$ cat src/rtl/regfile_pkg.sv
// Shared types and constants for the parametrised register file.
// Holds the clear-sweep state encoding and the address-width helper.
package regfile_pkg;

  localparam int DEF_WIDTH = 16;
  localparam int DEF_NREGS = 4;

  typedef enum logic [1:0] {
    ST_IDLE  = 2'd0,
    ST_CLEAR = 2'd1,
    ST_DONE  = 2'd2
  } clr_state_e;

  function automatic int clog2(input int n);
    int r;
    r = 0;
    while ((1 << r) < n) r++;
    return r;
  endfunction

endpackage

$ cat src/rtl/regfile_clr_fsm.sv
// Clear-sweep sequencer: walks registers 1..NREGS-1, zeroing one per cycle.
//   state    | meaning
//   ST_IDLE  | waiting for clr_start; write port owns the array
//   ST_CLEAR | zeroing reg[r_ptr] this cycle; busy asserted
//   ST_DONE  | one-cycle clr_done pulse; clr_start ignored
module regfile_clr_fsm
  import regfile_pkg::*;
#(
  parameter int NREGS = DEF_NREGS
) (
  input  logic                      clock,
  input  logic                      reset,
  input  logic                      clr_start,
  output logic                      busy,
  output logic                      clr_done,
  output logic                      clr_we,
  output logic [clog2(NREGS)-1:0]   clr_addr
);

  localparam int              AW   = clog2(NREGS);
  localparam logic [AW-1:0]   LAST = AW'(NREGS - 1);

  clr_state_e    r_state;
  clr_state_e    w_state_nxt;
  logic [AW-1:0] r_ptr;
  logic [AW-1:0] w_ptr_nxt;

  always_ff @(posedge clock) begin
    if (reset) begin
      r_state <= ST_IDLE;
      r_ptr   <= '0;
    end else begin
      r_state <= w_state_nxt;
      r_ptr   <= w_ptr_nxt;
    end
  end

  always_comb begin
    w_state_nxt = r_state;
    w_ptr_nxt   = r_ptr;
    busy        = 1'b0;
    clr_done    = 1'b0;
    clr_we      = 1'b0;
    case (r_state)
      ST_IDLE: begin
        if (clr_start) begin
          w_state_nxt = ST_CLEAR;
          w_ptr_nxt   = AW'(1);
        end
      end
      ST_CLEAR: begin
        busy      = 1'b1;
        clr_we    = 1'b1;
        w_ptr_nxt = r_ptr + AW'(1);
        if (r_ptr == LAST) w_state_nxt = ST_DONE;
      end
      ST_DONE: begin
        clr_done    = 1'b1;
        w_state_nxt = ST_IDLE;
      end
      default: w_state_nxt = ST_IDLE;
    endcase
  end

  assign clr_addr = r_ptr;

endmodule

$ cat src/rtl/reg_file_param.sv
// NREGS x WIDTH register file: two combinational read ports, one write port,
// register 0 hardwired to zero, optional write bypass and a sequenced clear.
module reg_file_param
  import regfile_pkg::*;
#(
  parameter int WIDTH  = DEF_WIDTH,
  parameter int NREGS  = DEF_NREGS,
  parameter bit BYPASS = 1'b1
) (
  input  logic                      clock,
  input  logic                      reset,
  input  logic [clog2(NREGS)-1:0]   rr1,
  input  logic [clog2(NREGS)-1:0]   rr2,
  input  logic [clog2(NREGS)-1:0]   wr,
  input  logic [WIDTH-1:0]          wd,
  input  logic                      regwrite,
  input  logic                      clr_start,
  output logic [WIDTH-1:0]          rd1,
  output logic [WIDTH-1:0]          rd2,
  output logic                      busy,
  output logic                      clr_done
);

  localparam int AW = clog2(NREGS);

  logic [WIDTH-1:0] r_regs [NREGS];
  logic             w_clr_we;
  logic [AW-1:0]    w_clr_addr;
  logic             w_wen;

  // The sweep owns the array while busy, so the write port is gated off.
  assign w_wen = regwrite && !busy && (wr != '0);

  regfile_clr_fsm #(
    .NREGS (NREGS)
  ) u_clr_fsm (
    .clock     (clock),
    .reset     (reset),
    .clr_start (clr_start),
    .busy      (busy),
    .clr_done  (clr_done),
    .clr_we    (w_clr_we),
    .clr_addr  (w_clr_addr)
  );

  always_ff @(posedge clock) begin
    if (reset) begin
      for (int i = 0; i < NREGS; i++) r_regs[i] <= '0;
    end else if (w_clr_we) begin
      r_regs[w_clr_addr] <= '0;
    end else if (w_wen) begin
      r_regs[wr] <= wd;
    end
  end

  // w_wen already excludes address 0, so bypass can never expose a reg-0 write.
  always_comb begin
    rd1 = (rr1 == '0) ? '0 : r_regs[rr1];
    rd2 = (rr2 == '0) ? '0 : r_regs[rr2];
    if (BYPASS && w_wen && (wr == rr1)) rd1 = wd;
    if (BYPASS && w_wen && (wr == rr2)) rd2 = wd;
  end

endmodule

$ cat config.mk
export PLATFORM = sky130hd
export DESIGN_NAME = reg_file_param
export DESIGN_NICKNAME = d
export VERILOG_FILES = /design/src/rtl/regfile_pkg.sv /design/src/rtl/regfile_clr_fsm.sv /design/src/rtl/reg_file_param.sv
export SDC_FILE = /design/constraint.sdc
export NUM_CORES = 1
export LEC_CHECK = 0
export BUFFER_PORTS_ARGS = -buffer_cell sky130_fd_sc_hd__buf_2
export CORE_ASPECT_RATIO = 1.75
export CORE_MARGIN = 1.5
export CORE_UTILIZATION = 57
export DETAILED_ROUTE_END_ITERATION = 6
export MAX_ROUTING_LAYER = met4
export PLACE_DENSITY = 0.8
export SYNTH_ARGS = -nofsm -noshare
export SYNTH_HDL_FRONTEND = slang
export SYNTH_SLANG_ARGS = --single-unit
$ cat constraint.sdc
create_clock -name clock -period 3.5 [get_ports clock]
set_input_delay 0.7 -clock clock [delete_from_list [all_inputs] [get_ports clock]]
set_output_delay 0.7 -clock clock [all_outputs]
set_load 0.1 [all_outputs]
# Yosys cells after proc, flatten, opt, wreduce, memory -nomap -nowiden
# Memories as Yosys holds them, arrays and structs flattened.
# Index checks and enable logic that the tools add are counted.
# totals
in_bits	26
output_inout_bits	34
elab_cells	50
ff_bits	4
ram_bits	64
n_memories	1
# op_classes
n_eq_ne	7
n_reduce_logical	14
n_addsub	1
mux	25
# mem_list
memory	depth	width	read_ports	rd_ports_with_merged_regs	wr	line	source
r_regs	4	16	2	0	4	reg_file_param.sv:26	logic [WIDTH-1:0] r_regs [NREGS];
# ops
op	n
2-to-1 mux 16 bit	6
OR reduction 16 bit	2
2-to-1 mux 1 bit	13
2-to-1 mux 2 bit	4
one-hot mux 2 bit (2 select lines)	2
logical NOT 2 bit	3
equality test 2 bit	2
equality test 2 bit, second input constant	2
logical AND 1 bit	4
AND reduction 2 bit	2
nonzero test 2 bit	2
adder 2 x 1 -> 2 bit, second input constant	1
equality test 2 x 1 -> 1 bit, second input constant	1
!= test 2 x 1 -> 1 bit, second input constant	1
!= test 2 bit, second input constant	1
logical NOT 1 bit	1

# Logic depth before layout (Yosys ltp)
# Gate-level depths: netlist (run 1).
# logic_depth
ltp_word	11
depth_mapped	7
mapped_depth_nobuf	4

# Cells and area by module
# From an unflattened synthesis (run 1), not the netlist that was laid out.
# unflattened
hier_cells	257
hier_area_um2	3340.7
# modules_own_cells
mod	seq_area_each_um2	instances	area_each_um2	cells_each
reg_file_param	1441.4	1	3160.5	240
regfile_clr_fsm	80.1	1	180.2	17

# Worst setup path after synthesis (run 1)
# Ideal clock, no wire load.
# synth_timing
path_kind	input-to-output
start	input port wr[1]
end	output port rd1[10]
arrival_ns	2.955
setup_slack_ns	-0.155
path_stages	6
path_buffers	2
path_cell_list	buf_2 -> o21ai_0 -> a31oi_1 -> o32ai_4 -> buf_2 -> o2bb2ai_1
# synth_via
elab_chain_cells	4
# synth_rtl
element	line	source
from (decl)	reg_file_param.sv:14	input logic [clog2(NREGS)-1:0] wr,
nonzero test 2 bit	reg_file_param.sv:32	assign w_wen = regwrite && !busy && (wr != '0);
logical AND 1 bit	reg_file_param.sv:32	
logical AND 1 bit *	reg_file_param.sv:60	if (BYPASS && w_wen && (wr == rr1)) rd1 = wd;
2-to-1 mux 16 bit *	reg_file_param.sv:60	
to (decl)	reg_file_param.sv:18	output logic [WIDTH-1:0] rd1,
# Mark *: on every way between the ends. The rest lies on a longest branch, timed or not.

# Final worst setup path (run 1)
# layout_timing
start	register u_clr_fsm.r_state[1]
end	output port rd1[2]
# layout_via
elab_chain_cells	7
# layout_rtl
element	line	source
from (decl)	regfile_clr_fsm.sv:23	clr_state_e r_state;
from (signal assigned)	regfile_clr_fsm.sv:33	r_state <= w_state_nxt;
equality test 2 x 1 -> 1 bit	regfile_clr_fsm.sv:44	case (r_state)
2-to-1 mux 1 bit	regfile_clr_fsm.sv:44	
logical NOT 1 bit	reg_file_param.sv:32	
logical AND 1 bit (2 in a row)	reg_file_param.sv:32	
logical AND 1 bit	reg_file_param.sv:60	
2-to-1 mux 16 bit	reg_file_param.sv:60	
# Every way passes these cells.

==> results of run 1 <==
## report_power, final
group	switching, mW	internal, mW	total, mW	leakage [nW]
Clock	0.352	0.626	0.978	0.148
Combinational	0.537	0.288	0.826	1.28
Sequential	0.0274	0.948	0.975	0.691
## cell usage after synthesis (3+ instances only)
cell type  count
a31oi_1        5
and2_1        16
and3_1        31
buf_2         11
buf_4          6
clkbuf_1       3
dfxtp_1        4
edfxtp_1      64
inv_1         36
mux4_2        32
o21bai_1       3
o2bb2ai_1     32
## how the worst max path moves through the flow
stage	end	slack, ns	cells past startpoint	start
after floorplan	rd1[10]	-0.15	6	wr[1]
after global placement	rd2[15]	0.43	6	rr2[0]
after detailed placement	rd2[5]	0.34	7	rr2[0]
after CTS	rd1[9]	0.29	5	u_clr_fsm.r_state[1]
after global routing	rd1[3]	0.14	5	u_clr_fsm.r_state[1]
final	rd1[2]	0.27	5	u_clr_fsm.r_state[1]
## cell families after synthesis
logic type      count (synthesis)  share of synthesized area [%]
mux                            35                           19.2
compound gates                 49                           10.9
simple gates                   66                           11.4
fa+ha+maj                       1                          0.317
xor+xnor                        2                          0.444
other cells                     1                         0.0950
buf+inv                        59                           6.94
flops                          68                           50.7
## area by class of cell
cell class | count | share of cell area [%]
Clock inverter | 7 | 1.93
Inverter | 36 | 2.61
Clock buffer | 9 | 4.35
Multi-Input combinational cell | 169 | 33.5
Sequential cell | 68 | 38.7
Timing Repair Buffer | 72 | 16.9
Tap cell | 84 | 2.03
## sequential cells by signal, summed over array words and instances (netlist names)
signal and flops:
r_regs 64, u_clr_fsm.clr_addr 2, u_clr_fsm.r_state 2
## stage by stage
step | utilization [%] | hold slack (ns)
global route | 76.0 | 0.572
finish | 76.0 | 0.522
floorplan | - | 0.461
global placement | 71.2 | 0.488
detailed placement | 71.2 | 0.506
CTS | 76.0 | 0.517
## critical path: stages, from the launching register on
cell	delay, ns
dfxtp_1	0.35
nand2b_1	0.35
nand2_4	0.16
o32ai_4	0.82
o2bb2ai_1	0.25
buf_12	0.24
## cells in the final DEF (no fill, tap or decap), types with 2 or more instances in the layout
cell / count
clkbuf_16: 9
buf_4: 13
inv_1: 36
edfxtp_1: 64
buf_12: 32
bufinv_16: 2
mux4_2: 32
a31oi_1: 5
o32ai_4: 2
conb_1: 16
a21oi_1: 2
o21ai_0: 2
nor2_2: 2
buf_2: 27
o2bb2ai_1: 32
nor3_4: 2
xnor2_1: 2
a211oi_1: 2
mux2i_1: 2
and2_1: 16
nor4bb_1: 2
clkinvlp_4: 3
nor2_1: 2
o21bai_1: 3
and3_1: 31
dfxtp_1: 4
## layer usage
layer	GRT usage, %	share of wire (%)	vias to the layer above	routed length, um
met5	-	0	-	0
met4	12.1	1.9	0	179
met3	4.77	4.3	17	416
met2	52.5	58	93	5640
met1	31.7	36	1402	3430
li1	-	-	1234	-
==> metrics.txt, run 1 <==
status=completed; post-synthesis sequential area ratio=between 50% and 60%; first-pass GRT wire length=~15 mm; Max Slew Vio Count=0; Synth warnings=0; setup bufs post-CTS=0; share of the synthesized area in the top cell type=approximately half; Hold Crit Depth=2; dpl cell area=roughly 0.0048 mm^2; dominant synthesized flop cell=edfxtp_1; worst reg-to-reg setup slack=approximately 0.8 ns; cts-stage hold buffer count=0; worst setup slack after placement=around 0.34 ns; Vert. Die Dim=113 um; area taken by multi-input logic gates=0.00173 mm^2; initial DRC count=between 150 and 200; hold path endpoint=u_clr_fsm.clr_addr[0]; P&R area growth vs syn=31.1%; Worst-path clk slew=~0.060 ns; Avg Cell Area, Syn=~14 um^2; total power=approximately 2.8 mW; die span in x=between 60 and 70 um; Synth cell types=39; Pleak=2.12 nW; TritonRoute pass-1 iters=7; core footprint=0.00681 mm^2; CTS Sinks=68; largest net degree at the start of global routing=26; hpwl dp=6.47 mm; CP required=about 2.8 ns; worst r2r path cells=4; RD Place Congestion=about 0.88; vias in the first global route=between 2000 and 3000; clk_lat worst skew=around 0.34 ns; post-synthesis async set-or-reset flop share=0%; CP max FO=16; CP endpoint kind=output port; setup TNS=0 ns; Gate Count Post-Synth=about 280; root buf cell=clkbuf_16; DRC=0; MaxCap Viol Count=0; wire per inst=21.7 um; Hold WC Path Type=flip-flop to flip-flop; cell total after placement=approximately 430; Finished Layout Cells=around 450; EDFF count, synth=64; flops & latches, synth=68; die area=0.00745 mm^2; Power Density=537 mW/mm^2; RSZ-0062 raised after global routing=false; Worst R2R End=r_regs[2][12]; CTS Buf Count=9; antenna violations before repair=0; min Tclk post-route=3.23 ns; Vias/cell=around 6; CP Data Arrival Time=2.53 ns; Final Hold Viols=0; maximum clock rate=just over 0.3 GHz; crit start category=flip-flop; Final period util=~90%; layout cell share with drive strength beyond 1=a little over a third; final instance area=a little over 0.005 mm^2; Storage cell area=0.00200 mm^2; Worst slew margin=between 20% and 30%; total track usage=between 20% and 30%; largest cells by area after synthesis=edfxtp_1, mux4_2, o2bb2ai_1, and3_1, inv_1; CTS tree=built; via count=around 2700; n_diodes=0; H-tree depth=3; Ports=60; effective utilization at floorplan=roughly 58%; grt total ovfl=0; Netlist Area Pre-Place=0.00395 mm^2; worst setup margin=around 0.27 ns; DRT antenna net count=0; Finish-stage setup viols=0; worst slew pin tran=between 1 and 1.5 ns; Critical R2R Launch=u_clr_fsm.r_state[1]; VDD IR-drop max=0.459 mV; Resized Gates After CTS=0; kind of critical path=flip-flop to output port; wirelength, routed=9.66 mm; Worst Min Path Start=u_clr_fsm.clr_addr[0]; Worst Skew=about 0.0036 ns; fillers=427; I/O Buffers=59; Max clock buf depth=2; Core Rows=40; layout net count=about 380; post-synth top area cell=edfxtp_1
(Power assumes the default switching activity.)
==> run 2, diff against run 1 <==
--- a/config.mk
+++ b/config.mk
@@ -8,10 +8,10 @@
 export BUFFER_PORTS_ARGS = -buffer_cell sky130_fd_sc_hd__buf_2
 export CORE_ASPECT_RATIO = 1.75
 export CORE_MARGIN = 1.5
-export CORE_UTILIZATION = 57
+export CORE_UTILIZATION = 42
 export DETAILED_ROUTE_END_ITERATION = 6
 export MAX_ROUTING_LAYER = met4
-export PLACE_DENSITY = 0.8
+export PLACE_DENSITY = 0.62
 export SYNTH_ARGS = -nofsm -noshare
 export SYNTH_HDL_FRONTEND = slang
 export SYNTH_SLANG_ARGS = --single-unit
==> run 2 against run 1 <==
Net effect:
- worst hold slack better by 0.0033 ns
- largest cell class unchanged
- critical endpoint unchanged
- via count is 3.1% lower
- highest routed layer unchanged
- register-to-register slack worse by 0.17 ns
- clock skew is 0.0020 ns higher
- combinational power hardly changed
- first-iteration DRC count is 31% higher
- fmax is 1.0% higher
==> metrics.txt, run 2 (synthesis results as in run 1) <==
status=completed; layout cell share with drive strength beyond 1=35.4% (-1.2 points); core footprint=0.00909 mm^2 (+34%); VDD IR-drop max=0.296 mV (-36%); via count=2662 (-3.1%); total track usage=21.7% (-7.7 points); wire per inst=20.8 um (-4.4%); hpwl dp=6.81 mm (+5.3%); DRT antenna net count=0 (unchanged); CP Data Arrival Time=2.50 ns (-0.03 ns); DRC=0 (unchanged); CP max FO=16 (unchanged); commonest non-fill, non-tap cell in the layout=edfxtp_1; I/O Buffers=59 (unchanged); TritonRoute pass-1 iters=4 (-3); Vert. Die Dim=131 um (+16%); Final Hold Viols=0 (unchanged); Worst slew margin=14.1% (-13 points); first-pass GRT wire length=15.8 mm (+4.0%); cts-stage hold buffer count=0 (unchanged); worst setup slack after placement=0.298 ns (-0.0419 ns); worst setup margin=0.305 ns (+0.0333 ns); min Tclk post-route=3.20 ns (-0.0333 ns); Power Density=522 mW/mm^2 (-2.8%); H-tree depth=3 (unchanged); Vias/cell=5.56 (-9.9%); setup bufs post-CTS=0 (unchanged); Max clock buf depth=2 (unchanged); grt total ovfl=0 (unchanged); max reg flops=64 (unchanged); Hold WC Path Type=flip-flop to flip-flop; Core Rows=46 (+15%); CP endpoint kind=output port; CTS tree=built; Resized Gates After CTS=0 (unchanged); n_diodes=0 (unchanged); Pleak=2.12 nW (-0.19%); largest net degree at the start of global routing=26 (unchanged); CP required=2.80 ns (about the same); Finish-stage setup viols=0 (unchanged); wirelength, routed=9.95 mm (+2.9%); CTS Sinks=68 (unchanged); kind of critical path=flip-flop to output port; clk_lat worst skew=0.34 ns (about the same); RD Place Congestion=0.823 (-6.8%); Ports=60 (unchanged); commonest non-fill, non-tap cells in the layout=edfxtp_1, inv_1, buf_12; dpl cell area=0.00490 mm^2 (+1.1%); Worst-path clk slew=0.05 ns (about the same); Worst Skew=0.00560 ns (+0.00199 ns); fillers=757 (+77%); worst slew pin tran=1.28 ns (+0.190 ns); P&R area growth vs syn=31.8%; root buf cell=clkbuf_16; final instance area=0.00520 mm^2 (+0.56%); die span in x=76.3 um (+16%); Max Slew Vio Count=0 (unchanged); crit start category=flip-flop; RSZ-0062 raised after global routing=false; die area=0.0100 mm^2 (+34%); initial DRC count=203 (+31%); cell total after placement=463 (+7.9%); vias in the first global route=2837 (-3.8%); CTS Buf Count=9 (unchanged); Largest Register=r_regs; MaxCap Viol Count=0 (unchanged); Final period util=91.3% (-0.95 points); antenna violations before repair=0 (unchanged); Finished Layout Cells=479 (+7.6%); effective utilization at floorplan=43.4% (-15 points); maximum clock rate=0.313 GHz (+1.0%); layout net count=381 (-0.52%)
run 2: cell count changes in the layout (fill, tap and decap cells not counted), moves of 2 or more:
cell	previous run	this run
clkbuf_1	0	3
clkinvlp_4	3	0
buf_4	13	9
buf_12	32	34
clkbuf_8	0	2
run 2: cell type report:
type	count	area [um^2]	share of cell area, %
Inverter	36	135	2.60
Multi-Input combinational cell	169	1730	33.3
Clock inverter	2	35.0	0.673
Timing Repair Buffer	70	883	17.0
Tap cell	120	150	2.89
Clock buffer	14	264	5.07
Sequential cell	68	2000	38.5
run 2: power by group:
| group | switching, mW | internal, mW |
|---|---|---|
| clock network | 0.321 | 0.590 |
| registers | 0.0270 | 0.948 |
| logic | 0.539 | 0.290 |
| total | 0.887 | 1.83 |
run 2: layer usage:
metal	vias to the layer above	wire (um)	GRT usage (%)
met3	17	493	3.13
li1	1226	-	-
met5	-	0	-
met1	1321	3580	23.2
met2	98	5630	38.3
met4	0	243	11.5
run 2: final timing paths:
| path | startpoint | endpoint | slack, ns | cells past startpoint |
|---|---|---|---|---|
| min reg2reg | u_clr_fsm.clr_addr[0] | u_clr_fsm.clr_addr[0] | 0.53 | 2 |
| min | u_clr_fsm.clr_addr[0] | u_clr_fsm.clr_addr[0] | 0.53 | 2 |
| max reg2reg | u_clr_fsm.r_state[1] | r_regs[2][8] | 0.63 | 4 |
| max | u_clr_fsm.r_state[1] | rd1[2] | 0.30 | 5 |
run 2: through the flow:
| stage | hold WS [ns] | util (%) | setup TNS (ns) | total power [mW] |
|---|---|---|---|---|
| after global routing | 0.546 | 57.2 | 0 | 2.79 |
| after global placement | 0.501 | 53.9 | 0 | 1.81 |
| after floorplan | 0.461 | - | -3.09 | 1.52 |
| after detailed placement | 0.511 | 53.9 | 0 | 1.83 |
| after CTS | 0.526 | 57.2 | 0 | 2.73 |
| final | 0.525 | 57.2 | 0 | 2.72 |
run 2: worst max-delay path, stage by stage, from the launching register on:
cell	delay, ns
dfxtp_1	0.34
nand2b_1	0.35
nand2_4	0.17
o32ai_4	0.77
o2bb2ai_1	0.28
buf_12	0.24
==> run 3, diff against run 2 <==
--- a/config.mk
+++ b/config.mk
@@ -7,11 +7,10 @@
 export LEC_CHECK = 0
 export BUFFER_PORTS_ARGS = -buffer_cell sky130_fd_sc_hd__buf_2
 export CORE_ASPECT_RATIO = 1.75
-export CORE_MARGIN = 1.5
 export CORE_UTILIZATION = 42
 export DETAILED_ROUTE_END_ITERATION = 6
 export MAX_ROUTING_LAYER = met4
-export PLACE_DENSITY = 0.62
+export PLACE_DENSITY = 0.64
 export SYNTH_ARGS = -nofsm -noshare
 export SYNTH_HDL_FRONTEND = slang
 export SYNTH_SLANG_ARGS = --single-unit
==> constraint.sdc (replaced) <==
create_clock -name clock -period 2.8 [get_ports clock]
set_input_delay 0.56 -clock clock [delete_from_list [all_inputs] [get_ports clock]]
set_output_delay 0.56 -clock clock [all_outputs]
set_load 0.1 [all_outputs]
==> run 3 against run 2 <==
Net effect:
- cell count increased by 2.1%
- utilization up 0.69 points
- via count is 1.8% higher
- combinational power up 27%
- count of clock-buffer cells in the layout is 4 lower
- power up 23%
- sequential cell count stayed put
- first-iteration DRC count down 21%
- sequential share of layout area down 0.46 points
- clock power up 17%
- largest cell class unchanged
- largest power group unchanged
- highest routed layer unchanged
==> metrics.txt, run 3 (synthesis results as in run 1) <==
Switching Fraction=33.1% (+0.46 points); crit start category=flip-flop; total track usage=23.5% (+1.7 points); Hold Crit Depth=2 (unchanged); CTS Sinks=68 (unchanged); maximum clock rate=~0.38 GHz; wirelength, routed=9.68 mm (-2.7%); Max clock buf depth=2 (unchanged); Psw=1.11 mW (+25%); kind of critical path=flip-flop to output port; Largest stage delay, worst path=0.37 ns (-0.40 ns); largest net degree at the start of global routing=49 (+88%); core footprint=0.00909 mm^2 (unchanged); cell total after placement=470 (+1.5%); CP endpoint kind=output port; H-tree depth=3 (unchanged); max reg flops=64 (unchanged); Hold WC Path Type=flip-flop to flip-flop; total power=3.34 mW (+23%); Vias/cell=5.54 (-0.32%); layout net count=393 (+3.1%); Finished Layout Cells=489 (+2.1%); VDD IR-drop max=0.499 mV (+69%); die span in x=75.3 um (-1.3%); first-pass GRT wire length=15.8 mm (unchanged); layout cell share with drive strength beyond 1=37.1% (+1.8 points); min Tclk post-route=2.62 ns; worst r2r path cells=4 (unchanged); root buf cell=clkbuf_16; CTS tree=built; n_diodes=0 (unchanged); Worst Skew=0.00440 ns (-0.00121 ns); Ports=60 (unchanged); cts-stage hold buffer count=0 (unchanged); Worst slew margin=10.9% (-3.2 points); DRC=0 (unchanged); I/O Buffers=59 (unchanged); RSZ-0062 raised after global routing=false; Max Slew Vio Count=0 (unchanged); Final period util=between 90% and 100%; grt total ovfl=0 (unchanged); via count=2709 (+1.8%); DRT antenna net count=0 (unchanged); vias in the first global route=2940 (+3.6%); CP required=2.24 ns (-0.56 ns); antenna violations before repair=0 (unchanged); status=completed; effective utilization at floorplan=43.4% (unchanged); P&R area growth vs syn=33.4%; commonest non-fill, non-tap cell in the layout=edfxtp_1; CP Data Arrival Time=2.06 ns (-0.44 ns); Worst-path clk slew=0.05 ns (about the same); Power Density=635 mW/mm^2 (+22%); initial DRC count=160 (-21%); TritonRoute pass-1 iters=5 (+1); Finish-stage setup viols=0 (unchanged); CTS Buf Count=9 (unchanged); crit path cell chain=nand2b_1 > nand2_4 > o32ai_4 > buf_4 > o2bb2ai_1 > buf_12; sequential power share=36.4% (+0.5 points); clk_lat worst skew=0.34 ns (about the same); RD Place Congestion=0.763 (-7.3%); Core Rows=46 (unchanged); die area=0.00980 mm^2 (-2.1%); CP max FO=7 (-9); hpwl dp=6.50 mm (-4.6%); MaxCap Viol Count=0 (unchanged); worst slew pin tran=1.33 ns (+0.0510 ns); wire per inst=19.8 um (-4.7%); Final Hold Viols=0 (unchanged); Clock power frac=32.1% (-1.4 points); Comb power frac=31.5% (+1.0 points); commonest non-fill, non-tap cells in the layout=edfxtp_1, inv_1, buf_12; Vert. Die Dim=130 um (-0.76%); Largest Register=r_regs; CP max-delay cell=nand2b_1; internal power=2.24 mW (+22%); Pleak=2.16 nW (+2.1%)
-- run 3: worst paths after layout --
| path | startpoint | to | slack (ns) |
|---|---|---|---|
| max reg2reg | u_clr_fsm.r_state[1] | r_regs[2][10] | 0.25 |
| min | u_clr_fsm.clr_addr[0] | u_clr_fsm.clr_addr[0] | 0.51 |
| min reg2reg | u_clr_fsm.clr_addr[0] | u_clr_fsm.clr_addr[0] | 0.51 |
| max | u_clr_fsm.r_state[1] | rd2[15] | 0.18 |
-- run 3: power by group through the flow --
stage	logic, mW	clock network, mW	registers, mW
floorplan	0.680	0	1.22
global route	1.10	1.12	1.22
CTS	1.06	1.08	1.22
global placement	1.04	0	1.23
detailed placement	1.04	0	1.24
finish	1.05	1.07	1.22
-- run 3: critical path: cells and delay by family (launching register included) --
kind / cells / cell delay (ns)
buffers and inverters: 2 / 0.42
DFF: 1 / 0.36
AOI/OAI and AO/OA: 2 / 0.40
and+or+nand+nor: 2 / 0.53
-- run 3: what timing repair did --
action | CTS | global route
buffers inserted | 5 | 0
resized for setup | 0 | 0
endpoints found under the setup margin | 32 | 0
-- run 3: area by class of cell --
type / count / area [um^2]
tap: 120 / 150
clock inverter: 4 / 42.5
inverter: 36 / 135
timing repair buffer: 82 / 973
fill: 775 / 3830
multi-input combinational: 169 / 1730
clock buffer: 10 / 229
sequential: 68 / 2000
-- run 3: per-layer routing --
metal | wire, um | vias to the layer above | GRT usage (%) | share of wire, %
li1 | - | 1248 | - | -
met1 | 3510 | 1372 | 26.5 | 36
met4 | 192 | 0 | 10.6 | 2.0
met3 | 455 | 11 | 4.48 | 4.7
met2 | 5530 | 78 | 39.7 | 57
met5 | 0 | - | - | 0
-- run 3: per-stage QoR --
stage | util [%] | hold slack (ns) | instance area [um^2] | setup slack, ns | setup TNS, ns
final | 57.9 | 0.508 | 5270 | 0.181 | 0
after floorplan | - | 0.461 | 4000 | -0.575 | -16.36
after global routing | 57.9 | 0.569 | 5270 | 0.0532 | 0
after CTS | 57.9 | 0.511 | 5270 | 0.163 | 0
after detailed placement | 54.4 | 0.501 | 4940 | -0.0655 | -0.282
after global placement | 54.4 | 0.507 | 4940 | -0.0326 | -0.0326
